File: config.mk
export PLATFORM = sky130hd
export DESIGN_NAME = lsu
export DESIGN_NICKNAME = d
export VERILOG_FILES = /design/src/rtl/lsu_pkg.sv /design/src/rtl/lsu_load_ext.sv /design/src/rtl/lsu.sv
export SDC_FILE = /design/constraint.sdc
export NUM_CORES = 1
export LEC_CHECK = 0
export ABC_AREA = 1
export ABC_CLOCK_PERIOD_IN_PS = 2200
export CAP_MARGIN = 20
export CORE_ASPECT_RATIO = 0.9
export CORE_MARGIN = 2
export CORE_UTILIZATION = 38
export CTS_CLUSTER_SIZE = 14
export DETAILED_ROUTE_END_ITERATION = 10
export PLACE_DENSITY_LB_ADDON = 0.2
export RECOVER_POWER = 100
export SYNTH_ARGS = -nofsm -noshare
export SYNTH_HDL_FRONTEND = slang
export SYNTH_SLANG_ARGS = --single-unit
File: constraint.sdc
create_clock -name clk -period 2.2 [get_ports clk]
set_clock_uncertainty 0.05 [all_clocks]
set_input_delay 0.22 -clock clk [delete_from_list [all_inputs] [get_ports clk]]
set_output_delay 0.22 -clock clk [all_outputs]
set_load 0.05 [all_outputs]
File: src/rtl/lsu_pkg.sv
// Shared types for the load/store unit: access sizes, write-enable codes and FSM states.
package lsu_pkg;

    typedef enum logic [1:0] {
        SIZE_B    = 2'd0,
        SIZE_H    = 2'd1,
        SIZE_W    = 2'd2,
        SIZE_RSVD = 2'd3
    } size_e;

    localparam logic [1:0] WR_NONE = 2'd0;
    localparam logic [1:0] WR_B    = 2'd1;
    localparam logic [1:0] WR_H    = 2'd2;
    localparam logic [1:0] WR_W    = 2'd3;

    typedef enum logic [1:0] {
        IDLE      = 2'd0,
        ACCESS    = 2'd1,
        LOAD_DATA = 2'd2,
        RESP      = 2'd3
    } state_e;

    function automatic logic [2:0] size_nbytes(input size_e size);
        case (size)
            SIZE_B:  return 3'd1;
            SIZE_H:  return 3'd2;
            SIZE_W:  return 3'd4;
            default: return 3'd0;
        endcase
    endfunction

    function automatic logic [1:0] size_wr_code(input size_e size);
        case (size)
            SIZE_B:  return WR_B;
            SIZE_H:  return WR_H;
            SIZE_W:  return WR_W;
            default: return WR_NONE;
        endcase
    endfunction

endpackage

File: src/rtl/lsu_load_ext.sv
// Combinational sign/zero extension of the raw memory read word by access size.
module lsu_load_ext
    import lsu_pkg::*;
(
    input  logic [31:0] data,
    input  size_e       size,
    input  logic        is_unsigned,
    output logic [31:0] ext
);

    // Select the low byte/half and extend it; words pass straight through.
    always_comb begin
        ext = 32'd0;
        case (size)
            SIZE_B: begin
                if (is_unsigned) begin
                    ext = {24'd0, data[7:0]};
                end else begin
                    ext = {{24{data[7]}}, data[7:0]};
                end
            end
            SIZE_H: begin
                if (is_unsigned) begin
                    ext = {16'd0, data[15:0]};
                end else begin
                    ext = {{16{data[15]}}, data[15:0]};
                end
            end
            SIZE_W:  ext = data;
            default: ext = data;
        endcase
    end

endmodule

File: src/rtl/lsu.sv
// Single-outstanding load/store unit in front of a byte-addressed data memory.
// Optional build macro LSU_MISALIGN_TRAP_EN rejects misaligned half/word accesses.
module lsu
    import lsu_pkg::*;
#(
    parameter int MEM_SIZE = 1024
) (
    input  logic        clk,
    input  logic        rst,
    input  logic        req_valid,
    output logic        req_ready,
    input  logic        req_we,
    input  logic [1:0]  req_size,
    input  logic        req_unsigned,
    input  logic [31:0] req_addr,
    input  logic [31:0] req_wdata,
    output logic        resp_valid,
    input  logic        resp_ready,
    output logic [31:0] resp_rdata,
    output logic        resp_err,
    output logic [31:0] mem_rd_addr,
    input  logic [31:0] mem_rd_data,
    output logic [1:0]  mem_wr_en,
    output logic [31:0] mem_wr_addr,
    output logic [31:0] mem_wr_data
);

    localparam logic [32:0] MEM_LIMIT = 33'(MEM_SIZE);

    state_e      state_r;
    state_e      state_s;
    logic        we_r;
    size_e       size_r;
    logic        uns_r;
    logic        resp_valid_r;
    logic [31:0] resp_rdata_r;
    logic        resp_err_r;
    logic [31:0] mem_rd_addr_r;
    logic [1:0]  mem_wr_en_r;
    logic [31:0] mem_wr_addr_r;
    logic [31:0] mem_wr_data_r;

    size_e       req_size_s;
    logic [32:0] end_addr_s;
    logic        err_s;
    logic        accept_s;
    logic [31:0] ext_s;

    assign req_ready   = (state_r == IDLE) && !rst;
    assign accept_s    = req_valid && req_ready;
    assign resp_valid  = resp_valid_r;
    assign resp_rdata  = resp_rdata_r;
    assign resp_err    = resp_err_r;
    assign mem_rd_addr = mem_rd_addr_r;
    assign mem_wr_en   = mem_wr_en_r;
    assign mem_wr_addr = mem_wr_addr_r;
    assign mem_wr_data = mem_wr_data_r;

    // Request legality: the end address is formed 33 bits wide so it cannot wrap.
    always_comb begin
        req_size_s = size_e'(req_size);
        end_addr_s = {1'b0, req_addr} + {30'd0, size_nbytes(req_size_s)};
        err_s      = 1'b0;
        if (req_size_s == SIZE_RSVD) begin
            err_s = 1'b1;
        end else if (end_addr_s > MEM_LIMIT) begin
            err_s = 1'b1;
`ifdef LSU_MISALIGN_TRAP_EN
        end else if (((req_size_s == SIZE_H) && (req_addr[0] != 1'b0)) ||
                     ((req_size_s == SIZE_W) && (req_addr[1:0] != 2'b00))) begin
            err_s = 1'b1;
`endif
        end else begin
            err_s = 1'b0;
        end
    end

    // Next-state logic.
    always_comb begin
        state_s = state_r;
        case (state_r)
            IDLE: begin
                if (accept_s) begin
                    state_s = err_s ? RESP : ACCESS;
                end else begin
                    state_s = IDLE;
                end
            end
            ACCESS: begin
                if (we_r) begin
                    state_s = RESP;
                end else begin
                    state_s = LOAD_DATA;
                end
            end
            LOAD_DATA: state_s = RESP;
            RESP: begin
                if (resp_ready) begin
                    state_s = IDLE;
                end else begin
                    state_s = RESP;
                end
            end
            default: state_s = IDLE;
        endcase
    end

    // State register.
    always_ff @(posedge clk) begin
        if (rst) begin
            state_r <= IDLE;
        end else begin
            state_r <= state_s;
        end
    end

    // Request capture, memory port drive and response registers.
    always_ff @(posedge clk) begin
        if (rst) begin
            we_r          <= 1'b0;
            size_r        <= SIZE_B;
            uns_r         <= 1'b0;
            resp_valid_r  <= 1'b0;
            resp_rdata_r  <= 32'd0;
            resp_err_r    <= 1'b0;
            mem_rd_addr_r <= 32'd0;
            mem_wr_en_r   <= WR_NONE;
            mem_wr_addr_r <= 32'd0;
            mem_wr_data_r <= 32'd0;
        end else begin
            // Write strobe is a single-cycle pulse covering only ACCESS.
            mem_wr_en_r  <= WR_NONE;
            resp_valid_r <= (state_s == RESP);
            case (state_r)
                IDLE: begin
                    if (accept_s) begin
                        we_r          <= req_we;
                        size_r        <= req_size_s;
                        uns_r         <= req_unsigned;
                        mem_rd_addr_r <= req_addr;
                        mem_wr_addr_r <= req_addr;
                        mem_wr_data_r <= req_wdata;
                        resp_rdata_r  <= 32'd0;
                        resp_err_r    <= err_s;
                        if (req_we && !err_s) begin
                            mem_wr_en_r <= size_wr_code(req_size_s);
                        end
                    end
                end
                LOAD_DATA: resp_rdata_r <= ext_s;
                default: ;
            endcase
        end
    end

    lsu_load_ext u_load_ext (
        .data        (mem_rd_data),
        .size        (size_r),
        .is_unsigned (uns_r),
        .ext         (ext_s)
    );

endmodule

# Word-level counts from Yosys, hierarchy flattened
# Cells that the tools add are included.
# Widths: inputs -> output; s select.
# classes
reduce_logical	12
n_addsub	1
eq_ne	9
bitwise_logic	3
mux	14
order_cmp	1
# op_table
cell	n
$pmux 32 s2	2
$mux 32	3
$add 32x3->33	1
$gt 33x11->1 const B	1
$eq 2x2->1 const B	5
$pmux 3 s3	1
$pmux 2 s4	1
$eq 2x1->1 const B	3
$logic_not 2->1	3
$mux 2	3
$pmux 2 s3	1
$reduce_and 2->1	2
$reduce_or 4->1	1
$logic_and 1x1->1	3
$mux 1	3
$not 1->1	3
$logic_not 1->1	2
$ne 2x2->1 const B	1
$reduce_bool 2->1	1
# totals
word_cells	50
register_bits	106

# Longest topological paths before layout
# Gate-level depths: netlist of run 1.
# logic_depth
depth_word	10
depth_mapped	20
mapped_depth_nobuf	20

# Hierarchy
# A second synthesis of run 1 with hierarchy kept.
# hier_totals
cells_unflattened	856
hier_area_um2	5728.0
# modules_own_cells
mod	n_inst	seq_area_each_um2	cells_per_inst	area_per_inst_um2
lsu	1	2122.0	785	5323.9
lsu_load_ext	1	0.0	71	404.1

# Worst setup path before layout of run 1
# OpenSTA, ideal clock, no wires.
# synth_path
path_kind	reg-to-reg
from	register state_r[0]
to	register resp_rdata_r[27] (netlist: resp_rdata[27])
arrival_time_ns	2.278
period_less_slack_ns	2.460
setup_time_ns	0.132
path_slack_ns	-0.260
path_buffers	2
path_stages_with_launch	9
cell_sequence	dfxtp_1 nor3_1 nand2_1 clkbuf_1 nand2_1 inv_1 buf_2 nand2_1 a21oi_1
# synth_via
elab_chain_cells	5
word_cells_on_any_way	8
cone_classes	2 x eq/ne; 1 x mux; 5 x reduce/logical
# synth_rtl
element	line_no	text
start, declared	lsu.sv:30	state_e state_r;
start signal, assigned	lsu.sv:113	state_r <= state_s;
$logic_not 2->1	lsu.sv:49	assign req_ready = (state_r == IDLE) && !rst;
$logic_and 1x1->1	lsu.sv:49	
via req_ready	lsu.sv:11	output logic req_ready,
$logic_and 1x1->1	lsu.sv:50	assign accept_s = req_valid && req_ready;
$ne 2x2->1 (no line)	-	
$reduce_and 2->1 (no line)	-	
end signal, assigned	lsu.sv:150	LOAD_DATA: resp_rdata_r <= ext_s;
end, declared	lsu.sv:36	logic [31:0] resp_rdata_r;
# The timed path passes the listed nets, and every way through them passes these cells.
# A chain may end at the register's enable or synchronous reset.

# Final worst setup path of run 1
# layout_path
from	input port req_size[0]
to	register resp_err_r (netlist: resp_err)
# layout_via
elab_chain_cells	6
word_cells_on_any_way	9
cone_classes	1 x add/sub; 1 x order compare; 3 x eq/ne; 3 x mux; 1 x reduce/logical
# layout_rtl
element	line_no	text
start, declared	lsu.sv:13	input logic [1:0] req_size,
$eq 2x2->1, or another cell as far along	lsu_pkg.sv:24	case (size)
$pmux 3 s3	lsu_pkg.sv:24	
$add 32x3->33	lsu.sv:62	end_addr_s = {1'b0, req_addr} + {30'd0, size_nbytes(req_size_s)};
$gt 33x11->1	lsu.sv:66	end else if (end_addr_s > MEM_LIMIT) begin
$mux 1	lsu.sv:66	
$mux 1 *	lsu.sv:64	if (req_size_s == SIZE_RSVD) begin
end signal, assigned	lsu.sv:144	resp_err_r <= err_s;
end, declared	lsu.sv:37	logic resp_err_r;
# Mark *: on every way between the ends. The rest lies on a longest branch, timed or not.

==> flow_summary_export.csv, run 1 <==
group,metric,value,unit
run_status,status,"completed",
global_route,grt_pass1_wl,26500,µm
cells_and_area,diodes,0,
route,wl,17100,µm
global_route,gr-usage-all-layers,22.0,%
timing,timing.fmax,486,MHz
route,routedWlPerCell,13.5,µm
logic_synthesis,avgSynthCellArea,6.66,µm²
route,num_vias,5825,
timing,tns,0,ns
critical_path,worstPathCellList,"clkbuf_2 -> inv_2 -> ha_1 -> ha_2 -> fa_2 -> nand2_2 -> nand2_4 -> nand3_4 -> buf_12 -> nor2_4 -> nand2_1 -> nand2_1 -> o21ai_1 -> nand3b_1 -> nor2_2 -> nand2_1 -> nand2_2 -> a21oi_2",
logic_synthesis,yosysWarnings,0,
cells_and_area,finalInstanceArea,0.00857,mm²
critical_path,cpMaxStageDelayCell,"fa_2",
critical_path,required,2.37,ns
timing,maxSlewHeadroom,18.2,%
placement,place.gp.congestion,0.893,
die,pin_count,237,
power_and_ir_drop,p_leak,3.86,nW
critical_path,critical_path_arrival,2.22,ns
placement,post_dp_cell_area,0.00819,mm²
clock_network,ctsHtreeMaxLevel,3,
logic_synthesis,syn-instance-count,811,
power_and_ir_drop,power.density,657,mW/mm²
power_and_ir_drop,p_comb_share,32.3,%
timing,fin_crit,2.06,ns
route,routed_via_density,4.61,
power_and_ir_drop,pwr-share-seq,38.2,%
power_and_ir_drop,p_int,0.00360,W
timing,min_period_over_period,93.4,%
route,drc,0,
route,drt_iter0_drc,321,
global_route,antenna_found_initial,0,
cells_and_area,nFillCells,1324,
timing,hold_violations,0,
cells_and_area,register_area,0.00212,mm²
power_and_ir_drop,power_frac_clock,29.5,%
clock_network,root_buffer,"clkbuf_16",
critical_path,r2r_cells,6,
hold_path,hold_depth,3,
critical_path,cp-end-kind,"register",
critical_path,cp-start-kind,"primary input",
power_and_ir_drop,power,0.00562,W
power_and_ir_drop,switching_share,36.0,%
die,die_area,0.0152,mm²
critical_path,reg2reg_to,"resp_valid$_SDFF_PP0_",
cells_and_area,multi_input_area,0.00275,mm²
hold_path,min_to,"mem_wr_addr[2]$_SDFFE_PP0P_",
clock_network,clock_latency,0.35,ns
hold_path,min_path_type,"primary input to register",
logic_synthesis,ys_seq_area_share,39.3,%
cells_and_area,fin_nets,1178,
global_route,overflow,0,
die,die-height,117,µm
cells_and_area,syn_to_final_growth,58.5,%
die,num_rows,41,
timing,slew_viol_final,0,
route,dr.pass1.iters,5,
logic_synthesis,syn-num-nets,924,
clock_network,cts_tree,"done",
critical_path,crit_family,"simple AND/OR/NAND/NOR gates",
die,fp.coreArea,0.0140,mm²
timing,tightest_slew,1.23,ns
placement,dpl.hpwl,12900,µm
critical_path,crit_type,"primary input to register",
clock_network,clockBufferDepth,2,
run,maxCapViolCount,0,
power_and_ir_drop,ir_drop,0.000423,V
critical_path,r2r-start,"state_r[0]$_SDFF_PP0_",
critical_path,r2r_slack,0.31,ns
global_route,grt_pass1_vias,5409,
critical_path,path_buf_inv,3,
power_and_ir_drop,p_sw,0.00203,W
clock_network,cts.sink_count,106,
critical_path,cpMostUsedCell,"nand2_1",
clock_network,path_clk_slew,0.07,ns
critical_path,slowest_delay,0.35,ns
logic_synthesis,synth.cell_area,0.00540,mm²
logic_synthesis,ys_ff_latch,106,
global_route,grt_max_degree,61,
logic_synthesis,synth_cell_type_count,31,
critical_path,path_depth,18,
route,ant_nets,0,
timing,setup_viol,0,
die,start_util,38.7,%
cells_and_area,drive_above_1_share,13.1,%
placement,port_buffers,236,
hold_path,worstHoldStart,"req_addr[2]",
clock_network,cts_inserted_buffers,9,
die,die_w,130,µm
critical_path,cp_max_fo,5,
layer usage:
layer / wire, µm / track usage, % / vias up
li1: - / - / 3039
met1: 7720 / 28.4 / 2580
met2: 7920 / 36.9 / 188
met3: 1160 / 5.50 / 18
met4: 248 / 6.02 / 0
met5: 0 / 0 / -
worst max-delay path by stage:
stage                     start               endpoint  slack, ns
global placement    req_size[0]  state_r[1]$_SDFF_PP0_      -0.62
global route        req_size[0]  resp_err$_SDFFE_PP0P_     -0.006
detailed placement  req_size[0]  resp_err$_SDFFE_PP0P_      -0.70
CTS                 req_size[1]  resp_err$_SDFFE_PP0P_       0.01
finish              req_size[0]  resp_err$_SDFFE_PP0P_       0.14
floorplan           req_size[0]  resp_err$_SDFFE_PP0P_      0.009
what timing repair did:
item / in CTS / in global routing
endpoints found under the setup margin: 5 / 5
pin swaps: 8 / 11
hold buffers: 0 / 0
gates resized for setup: 12 / 15
buffers inserted: 3 / 2
endpoints found under the hold margin: 0 / 0
logic make-up (layout without fill, tap and decap cells):
logic type,after synthesis,after routing,synth area share [%]
buffers and inverters,126,385,11.1
and+or+nand+nor,428,428,33.5
DFF,106,106,39.3
adders and majority gates,9,9,2.22
xor gates and xnor gates,4,4,0.649
AOI/OAI and AO/OA,138,138,13.2
worst reg2reg max path: stages, from the launching register on:
cell and delay, ns:
dfxtp_1 0.40, nor3_1 0.08, nand2_1 0.17, clkbuf_2 0.64, o21ai_0 0.28, inv_1 0.12, a21oi_2 0.04
cells in the mapped netlist (all sizes together):
master    n  area share [%]
a211oi    2            0.28
a21oi   104             9.6
a31oi     2            0.35
buf      38             5.0
clkbuf   29             2.0
dfxtp   106              39
fa        1            0.37
ha        8             1.9
inv      59             4.1
nand2   320              23
nand3    30             3.3
nand3b    4            0.56
nand4     5            0.58
nor2     65             6.0
nor3      3            0.28
o21ai    28             2.7
o21bai    2            0.28
or2       1            0.12
xnor2     2            0.32
xor2      2            0.32
cells in the final DEF, fill, tap and decap left out, types with 8 or more instances in the layout:
master and instances:
a21oi_1 101, buf_4 68, clkbuf_16 9, clkdlybuf4s50_1 97, dfxtp_1 106, dlygate4sd3_1 132, inv_1 53, nand2_1 310
nand3_1 26, nor2_1 49, nor2_2 8, nor2_4 8, o21ai_0 26
final cells by class:
type,count,share of cell area (%)
clock buffers,9,2.63
clock inverters,7,0.876
inverters,59,2.61
multi-input cells,579,32.0
flip-flops and latches,106,24.8
well taps,193,2.82
repair buffers,310,34.2
registers in the layout, indices dropped and copies added (netlist names):
name and cells:
state_r 2, resp_rdata 32, mem_wr_addr 32, uns_r 1, resp_err 1, size_r 2, resp_valid 1, mem_wr_data 32
we_r 1, mem_wr_en 2
power groups by stage:
| stage | logic, W | registers, W | clock network [W] |
|---|---|---|---|
| final | 0.00182 | 0.00215 | 0.00166 |
| after floorplan | 0.000682 | 0.00265 | 0 |
| after global routing | 0.00195 | 0.00217 | 0.00177 |
| after global placement | 0.00187 | 0.00220 | 0 |
| after detailed placement | 0.00188 | 0.00220 | 0 |
| after CTS | 0.00189 | 0.00216 | 0.00171 |
per-stage QoR:
step           utilization [%]  std cells  setup WS, ns  hold WS [ns]
6_report                  61.4       1263         0.144         0.176
5_1_grt                   61.4       1263      -0.00616         0.166
4_1_cts                   61.2       1261        0.0103         0.313
3_5_place_dp              58.7       1242        -0.696         0.401
3_3_place_gp              58.7       1242        -0.619         0.398
2_1_floorplan                -        811       0.00932         0.313
Power figures use the tool's default switching activity.
==> run 2, diff against run 1 <==
Settings changed: ABC_AREA 1 to 0, CORE_UTILIZATION 38 to 37, RECOVER_POWER 100 to default.
==> run 2 against run 1 <==
- the run now ends with setup timing left
- register-to-register slack improved by 0.11 ns
- synthesized cell count fell by 22%
- utilization rose by 3.6 points
- critical path depth fell by 9
- sequential power fell by 3%
- global-route usage barely moved
- wire length fell by 5.1%
- cell area fell by 2.7%
- sequential cell count did not move
- clock-buffer cell count rose by 2
- sequential share of layout area rose by 0.68 points
- critical endpoint is now mem_wr_en[0]$_SDFF_PP0_
- largest cell class unchanged
==> flow_summary_export.csv, run 2 <==
group,metric,value,unit
critical_path,worstPathCellList,"clkdlybuf4s50_1 -> nand4_1 -> or4_4 -> buf_6 -> buf_4 -> o31ai_4 -> nand3_2 -> or4_4 -> nor4_2",
clock_network,path_clk_slew,0.07,ns
die,num_rows,39,
critical_path,slowest_delay,0.56,ns
logic_synthesis,syn-num-nets,747,
logic_synthesis,synth.cell_area,0.00491,mm²
logic_synthesis,async_flop_share,0,%
clock_network,cts_tree,"done",
critical_path,path_buf_inv,3,
logic_synthesis,netlist.area_leader.share,43.3,%
die,die_w,125,µm
route,ant_nets,0,
cells_and_area,nFillCells,1053,
timing,maxSlewHeadroom,49.1,%
logic_synthesis,synth_cell_type_count,50,
critical_path,r2r_slack,0.42,ns
route,routedWlPerCell,15.3,µm
route,routed_via_density,5.08,
die,start_util,38.2,%
critical_path,path_depth,9,
route,wl,16200,µm
global_route,overflow,0,
run_status,violations,"setup timing",
die,die_area,0.0142,mm²
placement,placedCellCount,1023,
route,drt_iter0_drc,340,
critical_path,reg2reg_to,"mem_wr_data[8]$_SDFFE_PP0P_",
clock_network,cts_inserted_buffers,9,
clock_network,ctsHtreeMaxLevel,3,
critical_path,r2r-start,"state_r[1]$_SDFF_PP0_",
logic_synthesis,avgSynthCellArea,7.74,µm²
cells_and_area,syn_to_final_growth,70.0,%
critical_path,worstSetupStartpoint,"req_addr[3]",
placement,dp_slack,-1.35,ns
timing,tns,-2.06,ns
global_route,gr-usage-all-layers,22.0,%
timing,finalWorstSetupSlack,-0.451,ns
timing,fin_crit,2.65,ns
placement,port_buffers,236,
critical_path,required,2.40,ns
cells_and_area,final_cell_mix,"clkdlybuf4s50_1 (228), nand2_1 (172), dfxtp_1 (106), a21oi_1 (101), buf_4 (74)",
placement,dpl.hpwl,11800,µm
timing,setup_viol,5,
critical_path,r2r_cells,5,
timing,rsz0062_at_grt,"yes",
cells_and_area,diodes,0,
timing,slew_viol_final,0,
global_route,grt_max_degree,71,
power_and_ir_drop,p_leak,2.99,nW
critical_path,critical_path_arrival,2.86,ns
power_and_ir_drop,power.density,624,mW/mm²
logic_synthesis,yosysTopAreaCell,"dfxtp_1",
logic_synthesis,syn-instance-count,634,
cells_and_area,fin_nets,1002,
logic_synthesis,ys_ff_latch,106,
cells_and_area,drive_above_1_share,16.6,%
logic_synthesis,yosysMostFrequentCell,"nand2_1",
die,pin_count,237,
clock_network,cts.sink_count,106,
run_status,status,"complete, but fails checks",
timing,tightest_slew,0.763,ns
critical_path,cpMostUsedCell,"or4_4",
cells_and_area,layout_commonest_cell,"clkdlybuf4s50_1",
die,fp.coreArea,0.0128,mm²
global_route,grt_pass1_wl,25800,µm
clock_network,clock_latency,0.34,ns
placement,place.gp.congestion,0.887,
critical_path,cp_max_fo,5,
critical_path,cp-end-kind,"register",
global_route,grt_pass1_vias,5254,
run,maxCapViolCount,0,
cells_and_area,finalNonFillerCells,1057,
route,dr.pass1.iters,6,
logic_synthesis,yosysWarnings,0,
critical_path,crit_type,"primary input to register",
route,num_vias,5370,
die,die-height,113,µm
logic_synthesis,synthTopCellsByCount,"nand2_1 (174), dfxtp_1 (106), a21oi_1 (104)",
logic_synthesis,synth_edf_count,0,
cells_and_area,final_util,65.0,%
logic_synthesis,synth_area_leaders,"dfxtp_1 (43%), nand2_1 (13%), a21oi_1 (11%), buf_4 (5.0%), clkbuf_1 (3.0%)",
timing,min_period_over_period,121,%
hold_path,min_path_type,"primary input to register",
timing,timing.fmax,377,MHz
timing,hold_violations,0,
critical_path,crit_family,"simple AND/OR/NAND/NOR gates",
critical_path,cp-start-kind,"primary input",
critical_path,cpMaxStageDelayCell,"or4_4",
clock_network,root_buffer,"clkbuf_16",
critical_path,endpoint,"mem_wr_en[0]$_SDFF_PP0_",
clock_network,clockBufferDepth,2,
logic_synthesis,ys_seq_area_share,43.3,%
logic_synthesis,synth_top_flop_cell,"dfxtp_1",
global_route,antenna_found_initial,0,
route,drc,0,
power_and_ir_drop,ir_drop,0.000381,V
==> run 2: changes by cell type after synthesis, moves of 7 or more <==
cell      delta
nand2_1    -140
inv_1       -48
nor2_1      -32
a31oi_1     +12
clkbuf_1    +11
nor2_4       -8
nor2_2       -7
nor3_1       +7
==> run 2: worst min-delay path by stage <==
stage | from | to | slack [ns] | cells past startpoint
CTS | req_size[1] | size_r[1]$_SDFFE_PP0P_ | 0.20 | 4
global route | req_size[1] | size_r[1]$_SDFFE_PP0P_ | 0.10 | 3
finish | req_addr[0] | mem_wr_addr[0]$_SDFFE_PP0P_ | 0.10 | 3
detailed placement | we_r$_SDFFE_PP0P_ | we_r$_SDFFE_PP0P_ | 0.40 | 2
floorplan | req_unsigned | uns_r$_SDFFE_PP0P_ | 0.31 | 2
global placement | resp_rdata[23]$_SDFFE_PP0P_ | resp_rdata[23]$_SDFFE_PP0P_ | 0.39 | 2
==> run 2: worst min-delay path: stages <==
cell	delay, ns
clkbuf_2	0.11
nand2_1	0.06
a21oi_1	0.05
==> run 2: per-layer routing <==
| metal | wire length (µm) | vias to the layer above | track usage, % |
|---|---|---|---|
| met1 | 6960 | 2513 | 26.8 |
| met4 | 392 | 0 | 8.15 |
| li1 | - | 2634 | - |
| met2 | 7920 | 196 | 37.6 |
| met5 | 0 | - | 0 |
| met3 | 905 | 27 | 5.67 |
==> run 2: timing repair <==
| item | in CTS | in global routing |
|---|---|---|
| setup endpoints to repair | 5 | 5 |
| pin swaps | 16 | 20 |
| cloned | 0 | 0 |
| hold buffers | 0 | 0 |
| buffers inserted | 15 | 8 |
| gates resized for setup | 33 | 25 |
==> run 2: logic make-up (layout without fill, tap and decap cells) <==
family / Yosys count / after routing / share of synthesized area, %
AO/OA/AOI/OAI: 160 / 160 / 18.1
multiplexers: 7 / 7 / 1.50
flip-flops: 106 / 106 / 43.3
adder cells (fa/ha/maj): 9 / 9 / 2.45
AND/OR/NAND/NOR: 261 / 261 / 23.9
buffers and inverters: 80 / 339 / 8.80
XOR/XNOR: 11 / 11 / 1.96
==> run 2: final cells by class <==
type                       instances  area, µm²  area share [%]
sequential                       106       2120            25.5
tap                              164        205            2.46
inverter                           7       46.3           0.555
clock inverter                     4       76.3           0.915
multi-input combinational        448       2610            31.3
timing repair buffer             317       3030            36.4
clock buffer                      11        243            2.91
==> run 2: per-stage QoR <==
stage / cell area, µm² / power (W) / hold slack, ns
after global routing: 8340 / 0.00542 / 0.103
after CTS: 8200 / 0.00523 / 0.199
after global placement: 7650 / 0.00343 / 0.387
after detailed placement: 7650 / 0.00345 / 0.397
final: 8340 / 0.00521 / 0.103
after floorplan: 5010 / 0.00287 / 0.306
==> run 2: report_power, final <==
part           switching [W]  leakage [nW]  total, W  internal (W)
combinational       0.000820          1.97   0.00140      0.000578
sequential         0.0000656         0.863   0.00208       0.00202
clock               0.000702         0.152   0.00173       0.00103
total                0.00159          2.99   0.00521       0.00362
